==> src/rtl/timer_csr.sv <==
// CSR-mapped 32-bit timer with compare match, auto-restart and a level interrupt.
// Optional prescaler register at index 4 is enabled by defining TIMER_PRESCALER_EN.
module timer_csr #(
  parameter logic [3:0] csr_addr = 4'h3
) (
  input  logic        sys_clk,
  input  logic        sys_rst,
  input  logic [13:0] csr_a,
  input  logic        csr_we,
  input  logic [31:0] csr_di,
  output logic [31:0] csr_do,
  output logic        irq
);

  localparam logic [2:0] REG_CTRL     = 3'd0;
  localparam logic [2:0] REG_COMPARE  = 3'd1;
  localparam logic [2:0] REG_COUNTER  = 3'd2;
  localparam logic [2:0] REG_STATUS   = 3'd3;
  localparam logic [2:0] REG_PRESCALE = 3'd4;

  logic        en, ar, ie, pend;
  logic [31:0] compare, counter;
  logic [31:0] rdata;
  logic        sel, tick, match;
  logic        wr_ctrl, wr_compare, wr_counter, wr_status;
  logic [2:0]  idx;

  // Address bits between the bank field and the register index are don't-care.
  logic unused_addr;
  assign unused_addr = ^csr_a[9:3];

  assign sel        = (csr_a[13:10] == csr_addr);
  assign idx        = csr_a[2:0];
  assign wr_ctrl    = sel && csr_we && (idx == REG_CTRL);
  assign wr_compare = sel && csr_we && (idx == REG_COMPARE);
  assign wr_counter = sel && csr_we && (idx == REG_COUNTER);
  assign wr_status  = sel && csr_we && (idx == REG_STATUS);

`ifdef TIMER_PRESCALER_EN
  logic [15:0] prescale, ps_cnt;
  logic        wr_prescale;

  assign wr_prescale = sel && csr_we && (idx == REG_PRESCALE);
  assign tick        = en && (ps_cnt == prescale);
`else
  assign tick        = en;
`endif

  assign match = tick && (counter == compare);
  assign irq   = pend && ie;

  // NOTE: every combinational output gets a default first so no path leaves it unassigned and infers a latch.
  always_comb begin
    rdata = 32'd0;
    case (idx)
      REG_CTRL:     rdata = {29'd0, ie, ar, en};
      REG_COMPARE:  rdata = compare;
      REG_COUNTER:  rdata = counter;
      REG_STATUS:   rdata = {31'd0, pend};
`ifdef TIMER_PRESCALER_EN
      REG_PRESCALE: rdata = {16'd0, prescale};
`endif
      default:      rdata = 32'd0;
    endcase
  end

  // NOTE: state registers use non-blocking assignments so every update sees the pre-edge values.
  always_ff @(posedge sys_clk) begin
    if (sys_rst) begin
      en      <= 1'b0;
      ar      <= 1'b0;
      ie      <= 1'b0;
      compare <= 32'd0;
      counter <= 32'd0;
      pend    <= 1'b0;
      csr_do  <= 32'd0;
`ifdef TIMER_PRESCALER_EN
      prescale <= 16'd0;
      ps_cnt   <= 16'd0;
`endif
    end else begin
      csr_do <= sel ? rdata : 32'd0;

      // A CTRL write overrides the one-shot EN clear from a coincident match.
      if (wr_ctrl) begin
        en <= csr_di[0];
        ar <= csr_di[1];
        ie <= csr_di[2];
      end else if (match && !ar) begin
        en <= 1'b0;
      end

      if (wr_compare)
        compare <= csr_di;

      if (wr_counter)
        counter <= csr_di;
      else if (match)
        counter <= ar ? 32'd0 : counter;
      else if (tick)
        counter <= counter + 32'd1;

      // Set beats write-1-to-clear when both land in the same cycle.
      if (match)
        pend <= 1'b1;
      else if (wr_status && csr_di[0])
        pend <= 1'b0;

`ifdef TIMER_PRESCALER_EN
      if (wr_prescale)
        prescale <= csr_di[15:0];

      if (wr_ctrl)
        ps_cnt <= 16'd0;
      else if (en)
        ps_cnt <= tick ? 16'd0 : ps_cnt + 16'd1;
`endif
    end
  end

endmodule

==> config.mk <==
export PLATFORM = sky130hd
export DESIGN_NAME = timer_csr
export DESIGN_NICKNAME = d
export VERILOG_FILES = /design/src/rtl/timer_csr.sv
export SDC_FILE = /design/constraint.sdc
export NUM_CORES = 1
export LEC_CHECK = 0
export BUFFER_PORTS_ARGS = -buffer_cell sky130_fd_sc_hd__buf_2
export CAP_MARGIN = 20
export CORE_MARGIN = 10
export CORE_UTILIZATION = 50
export CTS_CLUSTER_DIAMETER = 150
export DETAILED_ROUTE_END_ITERATION = 16
export GPL_ROUTABILITY_DRIVEN = 0
export PLACE_DENSITY = 0.71
export SLEW_MARGIN = 5
export SYNTH_ARGS = -nofsm -noshare
export SYNTH_HDL_FRONTEND = slang
export SYNTH_SLANG_ARGS = --single-unit
==> constraint.sdc <==
create_clock -name sys_clk -period 2.5 [get_ports sys_clk]
set_clock_uncertainty 0.2 [all_clocks]
set_input_delay 0.125 -clock sys_clk [delete_from_list [all_inputs] [get_ports sys_clk]]
set_output_delay 0.125 -clock sys_clk [all_outputs]
set_load 0.1 [all_outputs]
==> results of run 1 <==
[cell type report]
class                           count  area share
Multi-Input combinational cell    431       0.411
Timing Repair Buffer              207       0.228
Clock buffer                        9      0.0186
Tap cell                          129      0.0242
Clock inverter                      6     0.00996
Sequential cell                   100       0.303
Inverter                            8     0.00451
[kinds of logic after synthesis]
group,count (synthesis),share of synthesized area
AND/OR/NAND/NOR,262,0.259
AO/OA/AOI/OAI,119,0.171
buffers and inverters,55,0.0508
XOR/XNOR,40,0.0737
multiplexers,9,0.0219
flip-flops,100,0.421
adder cells (fa/ha/maj),1,0.00263
[sequential cells by signal, summed over array words and instances (netlist names)]
register,cells
counter,32
pend,1
compare,32
csr_do,32
ie,1
en,1
ar,1
[worst max path at each step]
stage | to | slack [ns] | cells after the start
floorplan | counter[30]$_SDFFE_PP0P_ | 0.004 | 8
global placement | counter[0]$_SDFFE_PP0P_ | 0.008 | 10
detailed placement | counter[0]$_SDFFE_PP0P_ | -0.12 | 9
CTS | counter[30]$_SDFFE_PP0P_ | 0.003 | 8
global route | counter[30]$_SDFFE_PP0P_ | -0.10 | 8
finish | counter[24]$_SDFFE_PP0P_ | -0.09 | 10
[power groups by stage]
stage / logic [W] / registers, W / clock network [W]
after global placement: 0.000174 / 0.00164 / 0
after global routing: 0.000272 / 0.00161 / 0.00111
after detailed placement: 0.000177 / 0.00164 / 0
after CTS: 0.000231 / 0.00161 / 0.00105
final: 0.000259 / 0.00161 / 0.00104
after floorplan: 0.0000814 / 0.00164 / 0
[cells in the mapped netlist, drive strengths merged (2+ instances only)]
| library cell | n |
|---|---|
| nand2 | 96 |
| mux2i | 7 |
| o211ai | 6 |
| or4 | 3 |
| a2bb2oi | 2 |
| nand2b | 4 |
| xnor2 | 7 |
| dfxtp | 100 |
| nor4 | 13 |
| and3 | 7 |
| nand3 | 21 |
| a221oi | 5 |
| o311ai | 9 |
| nor3 | 22 |
| clkbuf | 31 |
| inv | 8 |
| or2 | 3 |
| nor2b | 4 |
| xor2 | 33 |
| nor2 | 63 |
| nand4 | 10 |
| a211oi | 10 |
| o21ai | 6 |
| and2 | 3 |
| and4 | 4 |
| nor3b | 2 |
| o31ai | 2 |
| a21oi | 41 |
| or3 | 6 |
| a22oi | 33 |
| buf | 16 |
[worst min-delay path: stages]
cell and delay, ns:
buf_2 0.13, buf_4 0.21, nor2_1 0.11
[layer usage]
metal,share of wire,global-route usage
met5,0,0
met4,0.033,0.0866
met3,0.080,0.0609
met2,0.47,0.365
met1,0.42,0.266
[repair_timing]
action                                  CTS  global route
endpoints found under the hold margin    71             0
endpoints found under the setup margin   15            31
pin swaps                                13            20
gates cloned                              1             0
hold buffers                             36             0
setup buffers                             5            11
gates resized for setup                  15            51
[through the flow]
step                      TNS (ns)  total power, W  area [um2]   util
after floorplan                  0         0.00173        4760      -
after global placement           0         0.00182        5720  0.619
after detailed placement    -0.949         0.00182        5720  0.619
after CTS                        0         0.00289        6360  0.689
after global routing        -0.893         0.00299        6660  0.721
final                       -0.568         0.00291        6660  0.721
==> results.txt, run 1 <==
- Run status: finished with violations
- Failing checks: setup timing
- After floorplanning, the core was sized to cover 9240 um2.
* Via-per-instance ratio: 5.74
* Flop pwr share: 0.553
- The critical path starts at compare[30]$_SDFFE_PP0P_.
* Final Net Count: 807
- IR analysis of the VDD net gives a maximum drop of 0.396 mV.
- Clock tree root buffer cell: clkbuf_8
- Clock insertion delay at the later pin of the skew report: 0.38 ns
- After synthesis the cells add up to 4750 um2.
- After detailed routing, the total wire length is 16,300 um.
- The startpoint identified for the worst hold timing path is sys_rst.
- After the first detailed-routing iteration, the DRC count stood at 426.
* Instance count along the most critical hold path: 3
- The final max-slew violation count was 0.
- In this run the tightest slew margin relative to its limit is 0.575.
- Leakage power of the design: 2.75 nW
- Dividing the final minimum period by the clock period gives 1.04.
* Post-DP HPWL: 11,100 um
- The routed design could run at a clock period as short as 2.59 ns.
* Cell count after placement: 822
- Fraction of layout cells with a size suffix above 1: 0.325
- Slew of the pin with the lowest slew margin: 0.636 ns
- The worst register-to-register path has a depth of 10.
- # Max-Cap Violations: 0
- The share of synthesized area in the top cell type comes to 0.421.
* Seq/Total Area, Yosys: 0.421
* CTS clock-pin slew for the worst setup and hold paths: 0.10 ns
* Fillers: 681
- Share of flip-flops with an asynchronous set or reset after synthesis: 0
* Worst-path maximum fanout: 6
- For this design the ratio of total power to cell area is 436 nW/um2.
- In the layout the commonest cells are 95 x nand2_1, 87 x dfxtp_1, 87 x buf_4.
* Startpoint type of the worst setup path: flip-flop
* Die area: 13,800 um2
- The number of antenna diodes in the final layout is 0.
* Placement Setup Slack: -0.115 ns
* Critical path class: reg -> reg
- Post-synthesis cell count: 586
- At the worst endpoint, the required time is 2.59 ns.
- Library cells used by synthesis: 47
- Counting flops and latches in the post-synthesis netlist gives 100.
* Critical Path Sink Type: flip-flop
- The endpoint identified for the worst register-to-register timing path is counter[24]$_SDFFE_PP0P_.
* Chip Width: 117 um
* Cell internal pwr: 0.00218 W
* Primary flip-flop cell chosen by synthesis mapping: dfxtp_1
* Top delay family on crit path: simple AND/OR/NAND/NOR gates
* Dominant cells by area after synthesis: dfxtp_1 42%, nand2_1 7.6%, xor2_1 6.1%
- Starting density of the core: 0.514
* Switching share of total power: 0.250
- The initial antenna violation count was 0.
* CP Buf/Inv Count: 3
- Data on the critical path arrives at its endpoint at 2.68 ns.
- Port buffering added 74 buffers.
- Final cell count without fillers: 890
* Number of H-tree levels: 3
- Yosys printed 0 warnings.
- The largest single stage delay on the critical path is 0.38 ns.
- Most common cell after layout, fill and taps aside: nand2_1
* Unrepaired setup endpoints after global routing: yes
- Maximum clock insertion buffer count: 2
* Number of placement rows: 35
* Maximum frequency from static timing analysis: 386 MHz
- TritonCTS built the clock tree.
* Area leader, netlist: dfxtp_1
- Vertical die dimension: 117 um
* Hold Fails Final Rpt: 0
- Register Area: 2020 um2
* TritonCTS Buffers: 9
- Average detailed-routed wire length per instance: 18.3 um
* Synthesized area per cell: 8.11 um2
* GRT overflow: 0
* Final setup violation count: 12
* Vias after detailed routing: 5,109
- The via count of the first global-routing pass is 5,060.
- Fin worst setup slack: -0.0917 ns
- Walking the worst path, the cells encountered are xor2_2 -> nor4_2 -> nand4_1 -> buf_4 -> o41ai_2 -> buf_4 -> and2_4 -> buf_6 -> a211oi_2 -> nor3_1.
* Count of TritonRoute iterations in the first routing pass: 7
* Worst hold-check slack: 0.0375 ns
- Once detail routing completed, the nets flagged for antenna violations numbered 0.
- By instance count, the cell type seen most on the critical path is buf_4.
- In this run the worst hold path is classified as in -> reg.
- Residual DRC: 0
- Boundary pin count: 82
- When the netlist entered floorplanning its net count stood at 636.
* CTS sink count: 100
- Area used by multi-input combinational logic: 2740 um2
- Worst reg2reg path startpoint: compare[30]$_SDFFE_PP0P_
- Of the total power, the clock network draws 0.358.
- Of the total power, combinational logic draws 0.089.
* Endpoint with the worst hold slack: en$_SDFFE_PP0P_
* Signed area change from the synthesized netlist to the final layout: 40.1%
- Yosys mapped a number of flops with a built-in enable equal to 0.
- Setup slack on the worst reg-to-reg path comes out at -0.09 ns.
- The first global-routing pass estimated 25,600 um of wire.
- Largest net degree at the start of global routing: 37
- The analysis attributes to net switching a power of 0.000726 W.
* Overall routing resource usage: 0.221
* Slowest stage cell, crit path: nor4_2
Note: power is estimated with default switching activity, not from simulation.
==> run 2, diff against run 1 <==
SKIP_CTS_REPAIR_TIMING = 1   (was default)
==> run 2 against run 1 <==
Against the previous run:
- fmax increased by 1.4%
- sequential cell count unchanged
- the flow still finishes with violations (setup timing)
- register-to-register slack improved by 0.04 ns
- global-route usage decreased by 0.87 points
- clock power about the same
- critical path type unchanged
- worst setup slack improved by 0.037 ns
- first-iteration DRC count increased by 13%
- hold slack got worse by 0.032 ns
- final cell count decreased by 0.79%
- critical path depth decreased by 1
- power decreased by 0.56%
==> results.txt, run 2 (same netlist as run 1, synthesis figures left out) <==
- The flow ran to the end, but the final reports show violations.
* Failing checks: setup timing
- The worst hold-check slack was 0.00532 ns (-0.0322 ns).
- Grt met3 use: 0.0590 (-0.00192)
- The number of cells on the worst reg-to-reg path was 9 (-1).
* Fin. max-slew vios: 0 (unchanged)
- Vertical die dimension: 117 um (unchanged)
- Leaving out fill and tap cells, the most frequent cells in the layout are 95 x nand2_1, 80 x dfxtp_1, 80 x buf_4.
* Overall routing resource usage: 0.213 (-0.00875)
- Via-per-instance ratio: 5.74 (about the same)
* DRT Wirelength: 16,100 um (-1.2%)
- The number of placement rows is 35 (unchanged).
- Largest net degree at the start of global routing: 37 (unchanged)
- The number of clock buffers inserted by TritonCTS is 9 (unchanged).
- On the critical path the largest part of the delay comes from simple AND/OR/NAND/NOR gates.
- Clock period minus final worst setup slack: 2.55 ns (-0.0370 ns)
- The top-level port count was 82 (unchanged).
- The H-tree depth was 3 (unchanged).
* Type of the most critical hold path: in -> reg
* Worst reg2reg path startpoint: compare[19]$_SDFFE_PP0P_
- Final Net Count: 800 (-0.87%)
* Critical Path Sink Type: flip-flop
- Maximum clock insertion buffer count: 2 (unchanged)
* Crit-path max cell delay: 0.38 ns (about the same)
- I/O Buffers: 74 (unchanged)
- Worst-case vdd ir drop: 0.391 mV (-1.3%)
- The peak clock frequency supported by timing was 391 MHz (+1.4%).
- Starting density of the core: 0.514 (unchanged)
- Fraction of layout cells with a size suffix above 1: 0.342 (+0.0176)
- Final core utilization: 0.721 (about the same)
- The final setup violation count is 10 (-2).
* Setup Total Neg Slack: -0.274 ns (+0.294 ns)
* Pwr Density: 434 nW/um2 (-0.65%)
- The largest registers in the layout are compare (32), counter (32), csr_do (32).
- The critical path is of the reg -> reg type.
- The number of antenna diodes was 0 (unchanged).
* Unrepaired setup endpoints after global routing: yes
- Counting stages on the worst path, the most repeated cell is buf_4.
- Clock tree root buffer cell: clkbuf_8
- Number of antenna violations at the first check in global routing: 0 (unchanged)
- The count of unresolved DRC violations after routing is 0 (unchanged).
* # Max-Cap Violations: 0 (unchanged)
- Die area: 13,800 um2 (unchanged)
- Most common cell after layout, fill and taps aside: nand2_1
* Arrival time of the worst setup path: 2.62 ns (-0.06 ns)
- The global routing stage identified its most utilized layer as met2.
- Slew of the pin with the lowest slew margin: 0.619 ns (-0.0173 ns)
- Relative slew slack: 0.586 (+0.0115)
* Detail Route Antenna Nets: 0 (unchanged)
- List of cells traversed by the critical path: xor2_2 -> nor4_2 -> nand4_1 -> o41ai_2 -> buf_4 -> and2_4 -> buf_8 -> buf_4 -> o32ai_1
* Hold Fails Final Rpt: 0 (unchanged)
* Endpoint with the worst hold slack: csr_do[0]$_SDFF_PP0_
* CP Buf/Inv Count: 3 (unchanged)
- Portion of the clock cycle consumed by the worst path in the final layout: 1.02 (-0.0148)
- STA classifies the critical path startpoint as a flip-flop.
- The clock-pin slew of the registers on the worst-case setup and hold paths was 0.10 ns (about the same).
* GRT overflow: 0 (unchanged)
- Placeable core region: 9240 um2 (unchanged)
* Worst-path maximum fanout: 8 (+2)
* Wire length of the first global-routing pass: 24,600 um (-4.1%)
* GR Layer Usage met1: 0.260 (-0.00585)
- The clock sink count is 100 (unchanged).
- Chip Width: 117 um (unchanged)
- Instance count along the most critical hold path: 4 (+1)
- The reg2reg setup slack was -0.05 ns (+0.04 ns).
- TritonCTS built the clock tree.
- Fillers: 684 (+0.44%)
- The endpoint identified for the worst register-to-register timing path is counter[3]$_SDFFE_PP0P_.
- Clock insertion delay at the later pin of the skew report: 0.38 ns (about the same)
- Post-DP HPWL: 11,100 um (unchanged)
- Startpoint of the tightest hold check path: csr_a[12]
* Leakage power of the design: 2.72 nW (-1.2%)
* Number of global-route vias before repair: 4,798 (-5.2%)
- Slowest stage cell, crit path: nor4_2
- The layout-stage area growth over the synthesis result is 40.3% (about the same).
* Average detailed-routed wire length per instance: 18.2 um (-0.41%)
- The iteration count of the initial detailed-routing pass was 5 (-2).
- The vias after detailed routing is 5,070 (-0.76%).
* Violation count after the first detailed-route iteration: 482 (+13%)
* Post-layout power: 0.00289 W (-0.56%)
* Fin worst setup slack: -0.0548 ns (+0.0370 ns)
- CP required: 2.56 ns (-0.03 ns)
* Met2 track demand over resource in global routing: 0.348 (-0.0168)
[run 2: changes by cell type in the layout (fill, tap and decap cells not counted), moves of 2 or more]
| cell | change |
|---|---|
| dfxtp_1 | -7 |
| xor2_1 | -6 |
| xor2_2 | +6 |
| buf_4 | -7 |
| dfxtp_2 | +7 |
| nor2_4 | +2 |
[run 2: worst max path at each step]
| stage | startpoint | endpoint | slack, ns | cells past startpoint |
|---|---|---|---|---|
| after floorplan | counter[0]$_SDFFE_PP0P_ | counter[30]$_SDFFE_PP0P_ | 0.004 | 8 |
| after global placement | counter[11]$_SDFFE_PP0P_ | counter[0]$_SDFFE_PP0P_ | 0.008 | 10 |
| after detailed placement | compare[30]$_SDFFE_PP0P_ | counter[0]$_SDFFE_PP0P_ | -0.12 | 9 |
| after CTS | compare[30]$_SDFFE_PP0P_ | counter[0]$_SDFFE_PP0P_ | -0.15 | 9 |
| after global routing | compare[19]$_SDFFE_PP0P_ | counter[0]$_SDFFE_PP0P_ | -0.15 | 9 |
| final | compare[19]$_SDFFE_PP0P_ | counter[3]$_SDFFE_PP0P_ | -0.05 | 9 |
[run 2: layer usage]
layer,wire length [um],share of wire
met5,0,0
met1,6670,0.41
met2,7660,0.48
met4,435,0.027
met3,1330,0.082
[run 2: layout make-up]
class	instances	area (um2)	area share
repair buffers	200	1470	0.220
well taps	129	161	0.0242
inverters	8	30.0	0.00451
flip-flops and latches	100	2030	0.304
clock inverters	6	66.3	0.00995
clock buffers	9	124	0.0186
multi-input cells	431	2790	0.418
[run 2: per-stage QoR]
| step | cell area [um2] | setup WS, ns | instances |
|---|---|---|---|
| after floorplan | 4760 | 0.00431 | 586 |
| after global placement | 5720 | 0.00775 | 822 |
| after detailed placement | 5720 | -0.115 | 822 |
| after CTS | 5910 | -0.152 | 837 |
| after global routing | 6670 | -0.152 | 883 |
| final | 6670 | -0.0548 | 883 |
[run 2: worst register-to-register path, delay by kind of cell (launching register included)]
family | cells | cell delay (ns)
AO/OA/AOI/OAI | 2 | 0.45
flip-flops | 1 | 0.37
buffers and inverters | 3 | 0.43
XOR/XNOR | 1 | 0.19
AND/OR/NAND/NOR | 3 | 0.80
[run 2: power by group]
group          internal [W]  switching, W
clock network      0.000457      0.000582
registers           0.00160    0.00000826
logic              0.000114      0.000129
